`src/rtl/router_pkg.sv`:
```
// Shared types and constants for the router link transmitter.
package router_pkg;

  localparam int FLIT_W     = 8;
  localparam int FIFO_DEPTH = 8;

  typedef enum logic [1:0] {
    IDLE    = 2'd0,
    SEND    = 2'd1,
    BLOCKED = 2'd2
  } tx_state_t;

  typedef logic [FLIT_W-1:0] flit_t;

endpackage

```
`src/rtl/tx_skid_buf.sv`:
```
// Two-entry FIFO between the crossbar handshake and the link output register.
module tx_skid_buf #(
  parameter int DATA_W = router_pkg::FLIT_W
) (
  input  logic              clk,
  input  logic              rst,
  input  logic              push,
  input  logic [DATA_W-1:0] push_data,
  input  logic              pop,
  output logic [DATA_W-1:0] head,
  output logic [1:0]        count
);

  logic [DATA_W-1:0] mem [2];
  logic              wr_ptr;
  logic              rd_ptr;

  always_ff @(posedge clk or posedge rst) begin
    if (rst) begin
      wr_ptr <= 1'b0;
      rd_ptr <= 1'b0;
      count  <= 2'd0;
    end else begin
      if (push) wr_ptr <= ~wr_ptr;
      if (pop)  rd_ptr <= ~rd_ptr;
      case ({push, pop})
        2'b10:   count <= count + 2'd1;
        2'b01:   count <= count - 2'd1;
        default: count <= count;
      endcase
    end
  end

  // Storage is data only; the pointers and count qualify it.
  always_ff @(posedge clk) begin
    if (push) mem[wr_ptr] <= push_data;
  end

  assign head = mem[rd_ptr];

endmodule

```
`src/rtl/router_link_tx.sv`:
```
// Credit-flow-controlled writer for the downstream router's input FIFO.
// Optional ROUTER_LINK_TX_STATS_EN adds a 16-bit wrapping flit_count output.
module router_link_tx #(
  parameter int FLIT_W = router_pkg::FLIT_W,
  parameter int DEPTH  = router_pkg::FIFO_DEPTH
) (
  input  logic              clk,
  input  logic              rst,
  input  logic              in_valid,
  input  logic [FLIT_W-1:0] in_data,
  output logic              in_ready,
  input  logic              credit_in,
  output logic              link_write,
  output logic [FLIT_W-1:0] link_data,
  output logic              credit_err,
  output logic              busy
`ifdef ROUTER_LINK_TX_STATS_EN
  ,
  output logic [15:0]       flit_count
`endif
);

  import router_pkg::*;

  localparam int CW = $clog2(DEPTH + 1);
  localparam logic [CW-1:0] CRED_MAX = CW'(DEPTH);

  logic [CW-1:0]     credits;
  logic [CW-1:0]     credits_nxt;
  logic [1:0]        buf_count;
  logic [1:0]        count_nxt;
  logic [FLIT_W-1:0] head;
  logic              push;
  logic              send;
  logic              overflow;
  tx_state_t         state;

  // Saturating credit update: a simultaneous send and return cancel out.
  function automatic logic [CW-1:0] credit_next(input logic [CW-1:0] cur,
                                                input logic dec,
                                                input logic inc);
    if (dec && !inc)
      return cur - CW'(1);
    else if (inc && !dec && cur != CRED_MAX)
      return cur + CW'(1);
    else
      return cur;
  endfunction

  function automatic tx_state_t state_next(input logic [1:0] cnt,
                                           input logic [CW-1:0] cr);
    if (cnt == 2'd0)
      return IDLE;
    else if (cr == '0)
      return BLOCKED;
    else
      return SEND;
  endfunction

  assign in_ready = (buf_count != 2'd2);
  assign push     = in_valid && in_ready;
  assign send     = (buf_count != 2'd0) && (credits != '0);
  assign overflow = credit_in && !send && (credits == CRED_MAX);

  always_comb begin
    count_nxt = buf_count;
    case ({push, send})
      2'b10:   count_nxt = buf_count + 2'd1;
      2'b01:   count_nxt = buf_count - 2'd1;
      default: count_nxt = buf_count;
    endcase
    credits_nxt = credit_next(credits, send, credit_in);
  end

  tx_skid_buf #(.DATA_W(FLIT_W)) u_skid (
    .clk       (clk),
    .rst       (rst),
    .push      (push),
    .push_data (in_data),
    .pop       (send),
    .head      (head),
    .count     (buf_count)
  );

  always_ff @(posedge clk or posedge rst) begin
    if (rst) begin
      credits    <= CRED_MAX;
      credit_err <= 1'b0;
      link_write <= 1'b0;
      link_data  <= '0;
      state      <= IDLE;
    end else begin
      link_write <= send;
      if (send)     link_data  <= head;
      if (overflow) credit_err <= 1'b1;
      credits <= credits_nxt;
      state   <= state_next(count_nxt, credits_nxt);
    end
  end

  // State is non-IDLE exactly when the buffer holds flits.
  assign busy = (state != IDLE) || (credits != CRED_MAX);

`ifdef ROUTER_LINK_TX_STATS_EN
  always_ff @(posedge clk or posedge rst) begin
    if (rst)
      flit_count <= 16'd0;
    else if (send)
      flit_count <= flit_count + 16'd1;
  end
`endif

endmodule

```
`config.mk`:
```
export PLATFORM = sky130hd
export DESIGN_NAME = router_link_tx
export DESIGN_NICKNAME = d
export VERILOG_FILES = /design/src/rtl/router_pkg.sv /design/src/rtl/tx_skid_buf.sv /design/src/rtl/router_link_tx.sv
export SDC_FILE = /design/constraint.sdc
export NUM_CORES = 1
export LEC_CHECK = 0
export BUFFER_PORTS_ARGS = -buffer_cell sky130_fd_sc_hd__buf_2
export CORE_ASPECT_RATIO = 0.8
export CORE_MARGIN = 5
export CORE_UTILIZATION = 48
export CTS_BUF_LIST = sky130_fd_sc_hd__clkbuf_2 sky130_fd_sc_hd__clkbuf_4 sky130_fd_sc_hd__clkbuf_8
export DETAILED_ROUTE_END_ITERATION = 8
export PLACE_DENSITY = 0.69
export SYNTH_ARGS = -nofsm -noshare
export SYNTH_HDL_FRONTEND = slang
export SYNTH_SLANG_ARGS = --single-unit
```
`constraint.sdc`:
```
create_clock -name clk -period 2.8 [get_ports clk]
set_input_delay 0 -clock clk [delete_from_list [all_inputs] [get_ports clk]]
set_output_delay 0 -clock clk [all_outputs]
set_load 0.01 [all_outputs]
```
* Word level (Yosys, flattened, before mapping)
Memory sizes are Yosys's and may differ from the RTL's. A register that Yosys moved wholly into a read port is not among the register bits.
Cells that the tools add are included.
** Cells by class
- Add/sub/neg operators :: 4
- Equal/unequal tests :: 5
- Muxes and demuxes :: 7
- Bitwise gates (word level) :: 2
- Reductions and logical operators :: 14
** Operators by type and width (number)
- $mux W4 :: 2
- $logic_and A1 B1 Y1 :: 6
- $add A4 B1 Y4 const B :: 1
- $eq A4 B4 Y1 const B :: 1
- $logic_not A4 Y1 :: 1
- $mux W2 :: 2
- $ne A4 B4 Y1 const B :: 1
- $pmux W2 S2 :: 1
- $reduce_bool A2 Y1 :: 2
- $reduce_bool A4 Y1 :: 1
- $sub A4 B1 Y4 const B :: 1
- $add A2 B1 Y2 const B :: 1
- $eq A2 B1 Y1 const B :: 1
- $eq A2 B2 Y1 const B :: 1
- $logic_not A1 Y1 :: 2
- $logic_not A2 Y1 :: 1
- $mux W1 :: 2
- $ne A2 B2 Y1 const B :: 1
- $not A1 Y1 :: 2
- $sub A2 B1 Y2 const B :: 1
- $logic_or A1 B1 Y1 :: 1
** Word-level totals
- Flip-flop bits (word level) :: 12
- Memory bits (writable) :: 16
- Bits of input ports :: 12
- Output and inout bits :: 12
- Logic and storage cells :: 40
- Memories :: 1
** Memories
- u_skid.mem :: words 2, width 8, read ports 1, clocked after memory_dff 1, write ports 1, line tx_skid_buf.sv:14 : logic [DATA_W-1:0] mem [2];

* Logic depth before layout (Yosys ltp)
Gate-level depths: netlist of the first run.
- Word-level depth :: 10
- Gate-level depth with buffers :: 11
- Mapped depth without buffers :: 10

* Hierarchy
Synthesis of the first run repeated with hierarchy kept, for this count alone.
** Unflattened totals
- Cells, all modules :: 120
- Area, all modules :: 1646.6 um^2
** Modules (own cells, without submodules)
- router_link_tx :: times used 1, cells an instance 80, area an instance 887.1 um^2, sequential area each 401.6 um^2
- tx_skid_buf :: times used 1, cells an instance 40, area an instance 759.5 um^2, sequential area each 580.6 um^2

* Worst setup path after synthesis of the first run
OpenSTA, ideal clock, no wires.
- Kind :: register to register
- Start point :: register credits[0]
- End point :: register state[1]
- Library setup time :: 0.095 ns
- Data arrival time :: 2.388 ns
- Data required time :: 2.705 ns
- Path slack :: 0.317 ns
- Stages on the path, launching flop included :: 12
- Path buffers :: 1
- Period minus slack after synthesis :: 2.483 ns
- Cell sequence :: dfrtp_1 inv_1 ha_1 or3b_4 nand2_1 buf_2 inv_1 ha_1 nor2_1 a31oi_1 nand2_1 nor4b_2
** Between the ends
- Longest elaborated chain between the ends :: 10
- Elaborated cells between the ends (all ways) :: 18
- Those cells by class :: 2 x add/sub; 3 x eq/ne; 5 x mux; 8 x reduce/logical
** RTL lines
- start, declared :: line router_link_tx.sv:28 : logic [CW-1:0] credits;
- start signal, assigned :: line router_link_tx.sv:96 : credits <= credits_nxt;
- $reduce_bool A4 Y1 * :: line router_link_tx.sv:62 : assign send = (buf_count != 2'd0) && (credits != '0);
- $logic_and A1 B1 Y1 * :: line router_link_tx.sv:62
- via send :: line router_link_tx.sv:34 : logic send;
- $logic_not A1 Y1 :: line router_link_tx.sv:44 : else if (inc && !dec && cur != CRED_MAX)
- $logic_and A1 B1 Y1 (2 in a row) :: line router_link_tx.sv:44
- $mux W4 :: line router_link_tx.sv:44
- $mux W4 :: line router_link_tx.sv:42 : if (dec && !inc)
- $logic_not A4 Y1 :: line router_link_tx.sv:54 : else if (cr == '0)
- $mux W2 :: line router_link_tx.sv:54
- $mux W2 * :: line router_link_tx.sv:52 : if (cnt == 2'd0)
- end signal, assigned :: line router_link_tx.sv:97 : state <= state_next(count_nxt, credits_nxt);
- end, declared :: line router_link_tx.sv:36 : tx_state_t state;
The timed path passes the listed nets; every way through them passes the cells marked *.
A chain may end at the register's enable or synchronous reset.

* Worst setup path in the final report of the first run
Ends and elaborated chain as after synthesis.

==> impl_metrics.json, run 1 <==
{
  "synth_seq_cells": 36,
  "grt_remaining_overflow": 0,
  "hold_path_depth": 3,
  "critical_path.startpoint": "credits[0]",
  "cts_sinks": 36,
  "clkSlewWorstSetupHoldPaths_ps": 70,
  "synth_compound_area_share_pct": 12.5,
  "relSlewSlack_pct": 49.5,
  "final_hold_viol_count": 0,
  "synthAdderAreaFrac_pct": 2.26,
  "syn_avg_cell_area_um2": 12.1,
  "die_y_um": 62.6,
  "final_util_pct": 59.7,
  "antenna_found_initial": 0,
  "crit_buf_inv": 2,
  "antenna_cells": 0,
  "yosysSeqAreaShare_pct": 59.1,
  "path_delay_family": "simple AND/OR/NAND/NOR gates",
  "fill_cells": 293,
  "rsz0062_at_grt": "no",
  "crit_path_top_delay_cell": "dfrtp_1",
  "final_nets": 186,
  "synth_edf_count": 16,
  "numCtsBuffers": 5,
  "endpoint": "state[1]",
  "cp.arrival_ps": 2610,
  "synth_mux_area_share_pct": 6.02,
  "ir_worst_vdd_uv": 755,
  "ant_nets": 0,
  "start_util_pct": 49.3,
  "drt_iter0_drc": 151,
  "ys_types": 44,
  "grt_pass1_vias": 1122,
  "post_cts_resized": 0,
  "rr_startpoint": "credits[0]",
  "drv_cap": 0,
  "startpoint_type": "register",
  "status": "finished clean",
  "hold_path_class": "in -> reg",
  "crit_chain": "inv_1 > ha_1 > or3b_4 > nand2_1 > inv_1 > ha_1 > nor4bb_1 > a31oi_1 > nand2_1 > nor4b_2",
  "whs_ps": 62.2,
  "synth_flop_cell": "dfrtp_1",
  "cts_tree": "built",
  "ys_top_cells_by_count": "dfrtp_1 (19), edfxtp_1 (16), nand2_1 (13), o21ai_0 (13), mux2i_1 (10)",
  "drive_above_1_share_pct": 23.3,
  "finalSetupTns_ps": 0,
  "synthSimpleGateAreaFrac_pct": 13.7,
  "synth_top_family_by_area": "simple AND/OR/NAND/NOR gates",
  "grt_max_degree": 21,
  "cts_root_buffer": "clkbuf_8",
  "synth.top_cell.area_share_pct": 28.9,
  "drc": 0,
  "syn_area_mm2": 0.00166,
  "drt-pass1-iter-count": 4,
  "tightestPinTransition_ps": 757,
  "portBuffers": 23,
  "max_freq_mhz": 411,
  "clk_latency_ps": 280,
  "powerDensity_mw_per_mm2": 1210,
  "grtUsageTotal_pct": 14.6,
  "drv_slew": 0,
  "drt_wl_total_um": 3040,
  "ios": 24,
  "skew_ps": 6.47,
  "yosys.area.top_type": "edfxtp_1",
  "cp.depth": 10,
  "hpwl_um": 2160,
  "worstRegToRegCells": 10,
  "end_kind": "register",
  "rows": 19,
  "cts_max_path_buffers": 2,
  "core-area_mm2": 0.00338,
  "die_width_um": 75.8,
  "yosysWarnings": 0,
  "period_share_pct": 86.8,
  "static-leakage-power_nw": 0.870,
  "synth_most_common_cell": "dfrtp_1",
  "r2r_end": "state[1]",
  "die_area_mm2": 0.00475,
  "grt_first_pass_wirelength_um": 5260,
  "postCtsSetupRepairBufs": 0,
  "cp.required_ps": 2980,
  "setup_viol": 0,
  "htreeDepth": 2,
  "route.vias.total": 1152,
  "syn_nets": 152,
  "critPathKind": "reg -> reg",
  "routedWlPerCell_um": 14.2,
  "r2r_slack_ps": 370,
  "crit_fanout": 7,
  "syn_inst": 137,
  "synthArstFlopShare_pct": 55.6,
  "critical_path.max_stage_delay_ps": 450,
  "gp_congestion": 1.01,
  "fin_crit_ps": 2430,
  "synthXorXnorAreaFrac_pct": 3.16,
  "syn_to_final_growth_pct": 21.1,
  "ys_top_cells_by_area": "edfxtp_1 (29%), dfrtp_1 (29%), mux2i_1 (6.0%)",
  "via_per_inst": 5.38
}
==> routing by layer <==
layer / vias to the layer above / GRT usage, % / wire length [um]
met5: - / 0 / 0
met4: 0 / 3.93 / 33
met3: 6 / 5.31 / 177
met2: 31 / 22.0 / 1430
met1: 551 / 19.5 / 1390
li1: 564 / - / -
==> flip-flops by register name, indices dropped and copies added (netlist names) <==
name and cells:
credit_err 1, u_skid.rd_ptr 1, link_data 8, link_write 1
u_skid.count 2, u_skid.mem 16, credits 4, state 2
u_skid.wr_ptr 1
==> area by class of cell <==
class / count / area (um2) / area share, %
clock inverters: 2 / 35.0 / 1.74
flip-flops and latches: 36 / 982 / 48.8
well taps: 42 / 52.6 / 2.61
inverters: 6 / 22.5 / 1.12
multi-input cells: 88 / 626 / 31.1
clock buffers: 6 / 76.3 / 3.79
repair buffers: 34 / 220 / 10.9
==> report_power, final <==
part / switching, mW / total, mW / leakage, nW / internal [mW]
sequential: 0.182 / 0.961 / 0.386 / 0.779
combinational: 0.541 / 1.02 / 0.426 / 0.480
clock: 0.175 / 0.448 / 0.0586 / 0.274
total: 0.897 / 2.43 / 0.870 / 1.53
==> metrics by stage <==
stage	area (um2)	std cells	setup slack, ps	total power [mW]
after floorplan	1660	137	317	1.71
after global placement	1810	197	540	1.95
after detailed placement	1810	197	391	1.99
after CTS	2010	214	382	2.46
after global routing	2010	214	173	2.63
final	2010	214	369	2.43
==> how the worst min path moves through the flow <==
stage	from	to	slack (ps)
3_3_place_gp	rst	credit_err	190
4_1_cts	in_valid	u_skid.wr_ptr	60
6_report	in_valid	u_skid.wr_ptr	60
3_5_place_dp	rst	link_data[0]	180
5_1_grt	in_valid	u_skid.wr_ptr	60
2_1_floorplan	rst	credit_err	-40
==> cell families (layout without fill, tap and decap cells) <==
| kind of cell | count (synthesis) | in the layout |
|---|---|---|
| AOI/OAI and AO/OA | 30 | 30 |
| xor gates and xnor gates | 6 | 6 |
| adders and majority gates | 3 | 3 |
| buffers and inverters | 13 | 48 |
| DFF | 36 | 36 |
| muxes | 10 | 10 |
| and+or+nand+nor | 39 | 39 |
==> worst register-to-register path, stage by stage (launching register included) <==
cell and delay [ps]:
dfrtp_1 450, inv_1 120, ha_1 260, or3b_4 430, nand2_1 110, inv_1 70
ha_1 340, nor4bb_1 310, a31oi_1 70, nand2_1 110, nor4b_2 50
==> layout by cell type (no fill, tap or decap), drive strengths merged, types with 2 or more instances in the layout <==
cell type    instances
inv                  6
a31oi                2
buf                 25
dlygate4sd3          9
nand2               13
nor2                 7
a22o                 2
o21ai               13
o21ba                2
edfxtp              16
nand3b               2
ha                   3
clkbuf               6
a211o                2
mux2i               10
dfrtp               19
xnor2                5
nor4bb               2
==> what timing repair did <==
| item | in CTS | in global routing |
|---|---|---|
| setup endpoints to repair | 0 | 0 |
| hold buffers | 9 | 0 |
| hold endpoints to repair | 35 | 0 |
No activity file was read; power rests on OpenSTA's default activity.
==> run 2, diff against run 1 <==
--- a/config.mk
+++ b/config.mk
@@ -8,10 +8,10 @@
 export BUFFER_PORTS_ARGS = -buffer_cell sky130_fd_sc_hd__buf_2
 export CORE_ASPECT_RATIO = 0.8
 export CORE_MARGIN = 5
-export CORE_UTILIZATION = 48
+export CORE_UTILIZATION = 50
 export CTS_BUF_LIST = sky130_fd_sc_hd__clkbuf_2 sky130_fd_sc_hd__clkbuf_4 sky130_fd_sc_hd__clkbuf_8
 export DETAILED_ROUTE_END_ITERATION = 8
-export PLACE_DENSITY = 0.69
+export PLACE_DENSITY = 0.71
 export SYNTH_ARGS = -nofsm -noshare
 export SYNTH_HDL_FRONTEND = slang
 export SYNTH_SLANG_ARGS = --single-unit
==> impl_metrics.json, run 2 (synthesized netlist as in run 1, its figures left out) <==
{
  "drive_above_1_share_pct": 23.3,
  "post_cts_resized": 0,
  "cts_root_buffer": "clkbuf_8",
  "fill_cells": 240,
  "cts_hold_buffers": 9,
  "largest_reg_flops": 16,
  "crit_fanout": 7,
  "cp.required_ps": 3000,
  "combPwrFrac_pct": 42.9,
  "fin_crit_ps": 2410,
  "period_share_pct": 86.0,
  "ir_worst_vdd_uv": 671,
  "cts_max_path_buffers": 2,
  "power.share.clock_pct": 18.3,
  "critPathKind": "reg -> reg",
  "drv_cap": 0,
  "skew_ps": 4.43,
  "max_freq_mhz": 415,
  "hold_path_class": "in -> reg",
  "grt_first_pass_wirelength_um": 5460,
  "end_kind": "register",
  "critical_path.max_stage_delay_ps": 440,
  "finalNonFillerCells": 212,
  "antenna_cells": 0,
  "grt_remaining_overflow": 0,
  "hpwl_um": 2280,
  "clk_latency_ps": 280,
  "drv_slew": 0,
  "final_nets": 186,
  "p_seq_share_pct": 38.9,
  "r2r_slack_ps": 390,
  "startpoint_type": "register",
  "grt_max_degree": 21,
  "crit_path_top_delay_cell": "dfrtp_1",
  "numCtsBuffers": 5,
  "htreeDepth": 2,
  "route.vias.total": 1184,
  "die_width_um": 74.5,
  "syn_to_final_growth_pct": 21.0,
  "relSlewSlack_pct": 47.8,
  "cp.arrival_ps": 2600,
  "grtUsageTotal_pct": 16.4,
  "drc": 0,
  "regArea_um2": 982,
  "die_area_mm2": 0.00459,
  "ios": 24,
  "finalSetupTns_ps": 0,
  "drt_wl_total_um": 3390,
  "crit_chain": "inv_1 > ha_1 > or3b_4 > nand2_1 > inv_1 > ha_1 > nor2_1 > a31oi_1 > nand2_1 > nor4b_2",
  "postCtsSetupRepairBufs": 0,
  "crit_buf_inv": 2,
  "path_delay_family": "simple AND/OR/NAND/NOR gates",
  "rows": 18,
  "multiInputGateArea_um2": 626,
  "total_power_mw": 2.46,
  "start_util_pct": 52.7,
  "placed_cells": 195,
  "static-leakage-power_nw": 0.870,
  "final_common_cell": "buf_2",
  "dpl_cell_area_mm2": 0.00181,
  "gp_congestion": 0.940,
  "via_per_inst": 5.58,
  "final_hold_viol_count": 0,
  "drt_iter0_drc": 134,
  "core-area_mm2": 0.00315,
  "cts_sinks": 36,
  "grt_pass1_vias": 1119,
  "rsz0062_at_grt": "no",
  "routedWlPerCell_um": 16.0,
  "cts_tree": "built",
  "ant_nets": 0,
  "reg_top3": "u_skid.mem x16, link_data x8, credits x4",
  "portBuffers": 23,
  "switching_share_pct": 37.7,
  "most-common-layout-cells": "buf_2 (23), dfrtp_1 (19), edfxtp_1 (16)",
  "setup_viol": 0,
  "status": "finished clean",
  "tightestPinTransition_ps": 782,
  "powerDensity_mw_per_mm2": 1220,
  "drt-pass1-iter-count": 5,
  "die_y_um": 61.6,
  "top_register": "u_skid.mem",
  "intPower_mw": 1.53,
  "p_switching_mw": 0.930,
  "design_area_mm2": 0.00201,
  "clkSlewWorstSetupHoldPaths_ps": 70,
  "antenna_found_initial": 0
}
run 2: metal layers:
metal  part of all wire (%)  wire length, um  vias up  global-route usage [%]
li1                       -                -      569                       -
met5                      0                0        -                       0
met4                    1.4               48        0                    7.61
met3                    6.3              212        7                    4.40
met2                     47             1590       40                    25.3
met1                     45             1540      568                    21.7
run 2: worst register-to-register path: stages, from the launching register on:
cell and delay [ps]:
dfrtp_1 440, inv_1 120, ha_1 250, or3b_4 420, nand2_1 110, inv_1 70, ha_1 380, nor2_1 70
a31oi_1 160, nand2_1 100, nor4b_2 210
run 2: area by class of cell:
type | count | area share [%]
tap | 40 | 2.49
clock inverter | 2 | 1.74
inverter | 6 | 1.12
clock buffer | 6 | 3.79
multi-input combinational | 88 | 31.1
sequential | 36 | 48.8
timing repair buffer | 34 | 10.9
run 2: worst paths after layout:
check	cells after the start	start	endpoint
max in group asynchronous	3	rst	link_data[6]
setup reg to reg	10	credits[0]	state[1]
hold / removal	3	in_valid	u_skid.wr_ptr
setup / recovery	10	credits[0]	state[1]
hold reg to reg	1	credit_err	credit_err
min in group asynchronous	3	rst	link_data[7]
run 2: metrics by stage:
stage | util (%) | hold WS (ps) | setup slack, ps
finish | 63.8 | 36.4 | 391
detailed placement | 57.4 | 185 | 425
CTS | 63.8 | 29.8 | 409
floorplan | - | -36.9 | 317
global placement | 57.4 | 164 | 521
global route | 63.8 | 53.3 | 195
run 2: power groups by stage:
stage | Sequential (mW) | Combinational, mW | Clock (mW)
2_1_floorplan | 0.914 | 0.791 | 0
3_3_place_gp | 0.955 | 1.00 | 0
3_5_place_dp | 0.968 | 1.04 | 0
4_1_cts | 0.958 | 1.06 | 0.460
5_1_grt | 0.987 | 1.17 | 0.488
6_report | 0.958 | 1.06 | 0.450
==> run 3, diff against run 2 <==
--- a/config.mk
+++ b/config.mk
@@ -5,6 +5,7 @@
 export SDC_FILE = /design/constraint.sdc
 export NUM_CORES = 1
 export LEC_CHECK = 0
+export ABC_AREA = 1
 export BUFFER_PORTS_ARGS = -buffer_cell sky130_fd_sc_hd__buf_2
 export CORE_ASPECT_RATIO = 0.8
 export CORE_MARGIN = 5
==> impl_metrics.json, run 3 <==
{
  "cts_tree": "built",
  "synthSimpleGateAreaFrac_pct": 24.9,
  "ant_nets": 0,
  "dp_slack_ps": 736,
  "post_cts_resized": 0,
  "finalNonFillerCells": 234,
  "cts_max_path_buffers": 2,
  "synth_most_common_cell": "nand2_1",
  "gp_congestion": 0.804,
  "synth_compound_area_share_pct": 4.84,
  "portBuffers": 23,
  "die_y_um": 60.6,
  "fin_crit_ps": 2070,
  "clkSlewWorstSetupHoldPaths_ps": 70,
  "cts_sinks": 36,
  "crit_buf_inv": 2,
  "drt_wl_total_um": 2890,
  "p_switching_mw": 0.953,
  "antenna_found_initial": 0,
  "synth.top_cell.area_share_pct": 30.0,
  "final_hold_viol_count": 0,
  "placed_cells": 216,
  "hold_path_class": "in -> reg",
  "power.share.clock_pct": 18.8,
  "drc": 0,
  "final_nets": 208,
  "ys_types": 26,
  "synth_mux_area_share_pct": 0,
  "intPower_mw": 1.42,
  "setup_viol": 0,
  "largest_reg_flops": 16,
  "synth_edf_count": 16,
  "ios": 24,
  "clk_latency_ps": 290,
  "final_common_cell": "nand2_1",
  "synthAdderAreaFrac_pct": 2.34,
  "crit_fanout": 7,
  "synthXorXnorAreaFrac_pct": 2.19,
  "yosysSeqAreaShare_pct": 61.3,
  "core-area_mm2": 0.00309,
  "grt_max_degree": 21,
  "synthArstFlopShare_pct": 55.6,
  "die_width_um": 73.3,
  "syn_inst": 154,
  "grt_first_pass_wirelength_um": 4780,
  "top_register": "u_skid.mem",
  "most-common-layout-cells": "nand2_1 (37), buf_2 (23), nor2_1 (20)",
  "ir_worst_vdd_uv": 731,
  "setup_ws_ps": 728,
  "ys_top_cells_by_count": "nand2_1 (37), nor2_1 (20), dfrtp_1 (19)",
  "status": "finished clean",
  "grtUsageTotal_pct": 14.8,
  "syn_nets": 169,
  "grt_pass1_vias": 1106,
  "drv_cap": 0,
  "max_freq_mhz": 483,
  "die_area_mm2": 0.00444,
  "end_kind": "register",
  "syn_to_final_growth_pct": 23.3,
  "powerDensity_mw_per_mm2": 1200,
  "drt_iter0_drc": 38,
  "finalSetupTns_ps": 0,
  "switching_share_pct": 40.1,
  "yosys.area.top_type": "edfxtp_1",
  "antenna_cells": 0,
  "syn_avg_cell_area_um2": 10.4,
  "cp.arrival_ps": 2250,
  "numCtsBuffers": 5,
  "crit_chain": "inv_1 > ha_1 > nand2_4 > nand2_8 > inv_2 > ha_1 > a21oi_1 > o21ai_0 > xor2_1 > nor2_1 > nor2_1",
  "routedWlPerCell_um": 12.4,
  "route.vias.total": 1144,
  "start_util_pct": 51.9,
  "reg_top3": "u_skid.mem x16, link_data x8, credits x4",
  "crit_path_top_delay_cell": "dfrtp_1",
  "static-leakage-power_nw": 0.896,
  "drive_above_1_share_pct": 26.3,
  "hpwl_um": 2020,
  "synth_top_family_by_area": "simple AND/OR/NAND/NOR gates",
  "drt-pass1-iter-count": 4,
  "skew_ps": 5.49,
  "cts_root_buffer": "clkbuf_8",
  "relSlewSlack_pct": 45.5,
  "period_share_pct": 74.0,
  "fill_cells": 257,
  "critical_path.max_stage_delay_ps": 420,
  "synth_flop_cell": "dfrtp_1",
  "syn_area_mm2": 0.00160,
  "rows": 18,
  "drv_slew": 0,
  "startpoint_type": "register",
  "critPathKind": "reg -> reg",
  "rsz0062_at_grt": "no",
  "p_seq_share_pct": 38.3,
  "path_delay_family": "adder cells",
  "ys_top_cells_by_area": "edfxtp_1 (30%), dfrtp_1 (30%), nand2_1 (8.7%)",
  "grt_remaining_overflow": 0,
  "cp.required_ps": 2980,
  "yosysWarnings": 0,
  "combPwrFrac_pct": 42.8,
  "htreeDepth": 2,
  "via_per_inst": 4.89,
  "synth_seq_cells": 36,
  "tightestPinTransition_ps": 814
}
==> run 3: changes by cell type in the layout (fill, tap and decap cells not counted), moves of 5 or more <==
cell and change:
nand2_1 +24, nor2_1 +13, o21ai_0 -11, mux2i_1 -10
a31oi_1 +6, inv_2 +5, nand3_1 +5
==> run 3: timing repair <==
action                    in CTS  in global routing
buffers inserted               0                  0
hold endpoints to repair      36                  0
hold buffers                  10                  0
==> run 3: worst min-delay path: stages <==
cell and delay, ps:
buf_2 160, nand2_1 100, o21bai_1 60
==> run 3: power groups by stage <==
stage,logic [mW],registers [mW],clock network [mW]
global placement,0.995,0.911,0
detailed placement,1.02,0.923,0
CTS,1.04,0.914,0.455
floorplan,0.754,0.916,0
finish,1.02,0.911,0.448
global route,1.15,0.936,0.479
==> run 3: layout make-up <==
| cell class | instances | area, um2 | area share (%) |
|---|---|---|---|
| multi-input combinational | 100 | 549 | 27.8 |
| tap | 40 | 50.0 | 2.53 |
| clock buffer | 5 | 68.8 | 3.48 |
| inverter | 16 | 60.1 | 3.04 |
| sequential | 36 | 982 | 49.7 |
| clock inverter | 3 | 42.5 | 2.15 |
| timing repair buffer | 34 | 223 | 11.3 |
==> run 3: path summary, 6_finish.rpt <==
| kind | startpoint | end | slack, ps | cells after the start |
|---|---|---|---|---|
| setup / recovery | credits[0] | state[0] | 730 | 11 |
| hold / removal | credit_in | credit_err | 60 | 3 |
| setup reg to reg | credits[0] | state[0] | 730 | 11 |
| hold reg to reg | credit_err | credit_err | 480 | 1 |
| max in group asynchronous | rst | link_data[3] | 1930 | 3 |
| min in group asynchronous | rst | link_data[4] | 380 | 3 |
==> run 3: logic make-up (layout without fill, tap and decap cells) <==
group	Yosys count	count (layout)
simple gates	80	80
fa+ha+maj	3	3
compound gates	13	13
buf+inv	18	58
xor+xnor	4	4
flops	36	36
==> run 3: stage by stage <==
step	instance area [um2]	utilization (%)	power [mW]	hold WS (ps)
finish	1980	64.0	2.38	63.1
global route	1980	64.0	2.57	83.9
CTS	1980	64.0	2.41	55.2
detailed placement	1760	57.2	1.94	183
global placement	1760	57.2	1.91	166
floorplan	1600	-	1.67	-36.9
==> run 3: metal layers <==
layer | track usage (%) | vias to the layer above | part of all wire, %
met1 | 15.8 | 525 | 41
met3 | 6.29 | 8 | 6.0
li1 | - | 588 | -
met4 | 5.94 | 0 | 1.8
met5 | 0 | - | 0
met2 | 26.4 | 23 | 51
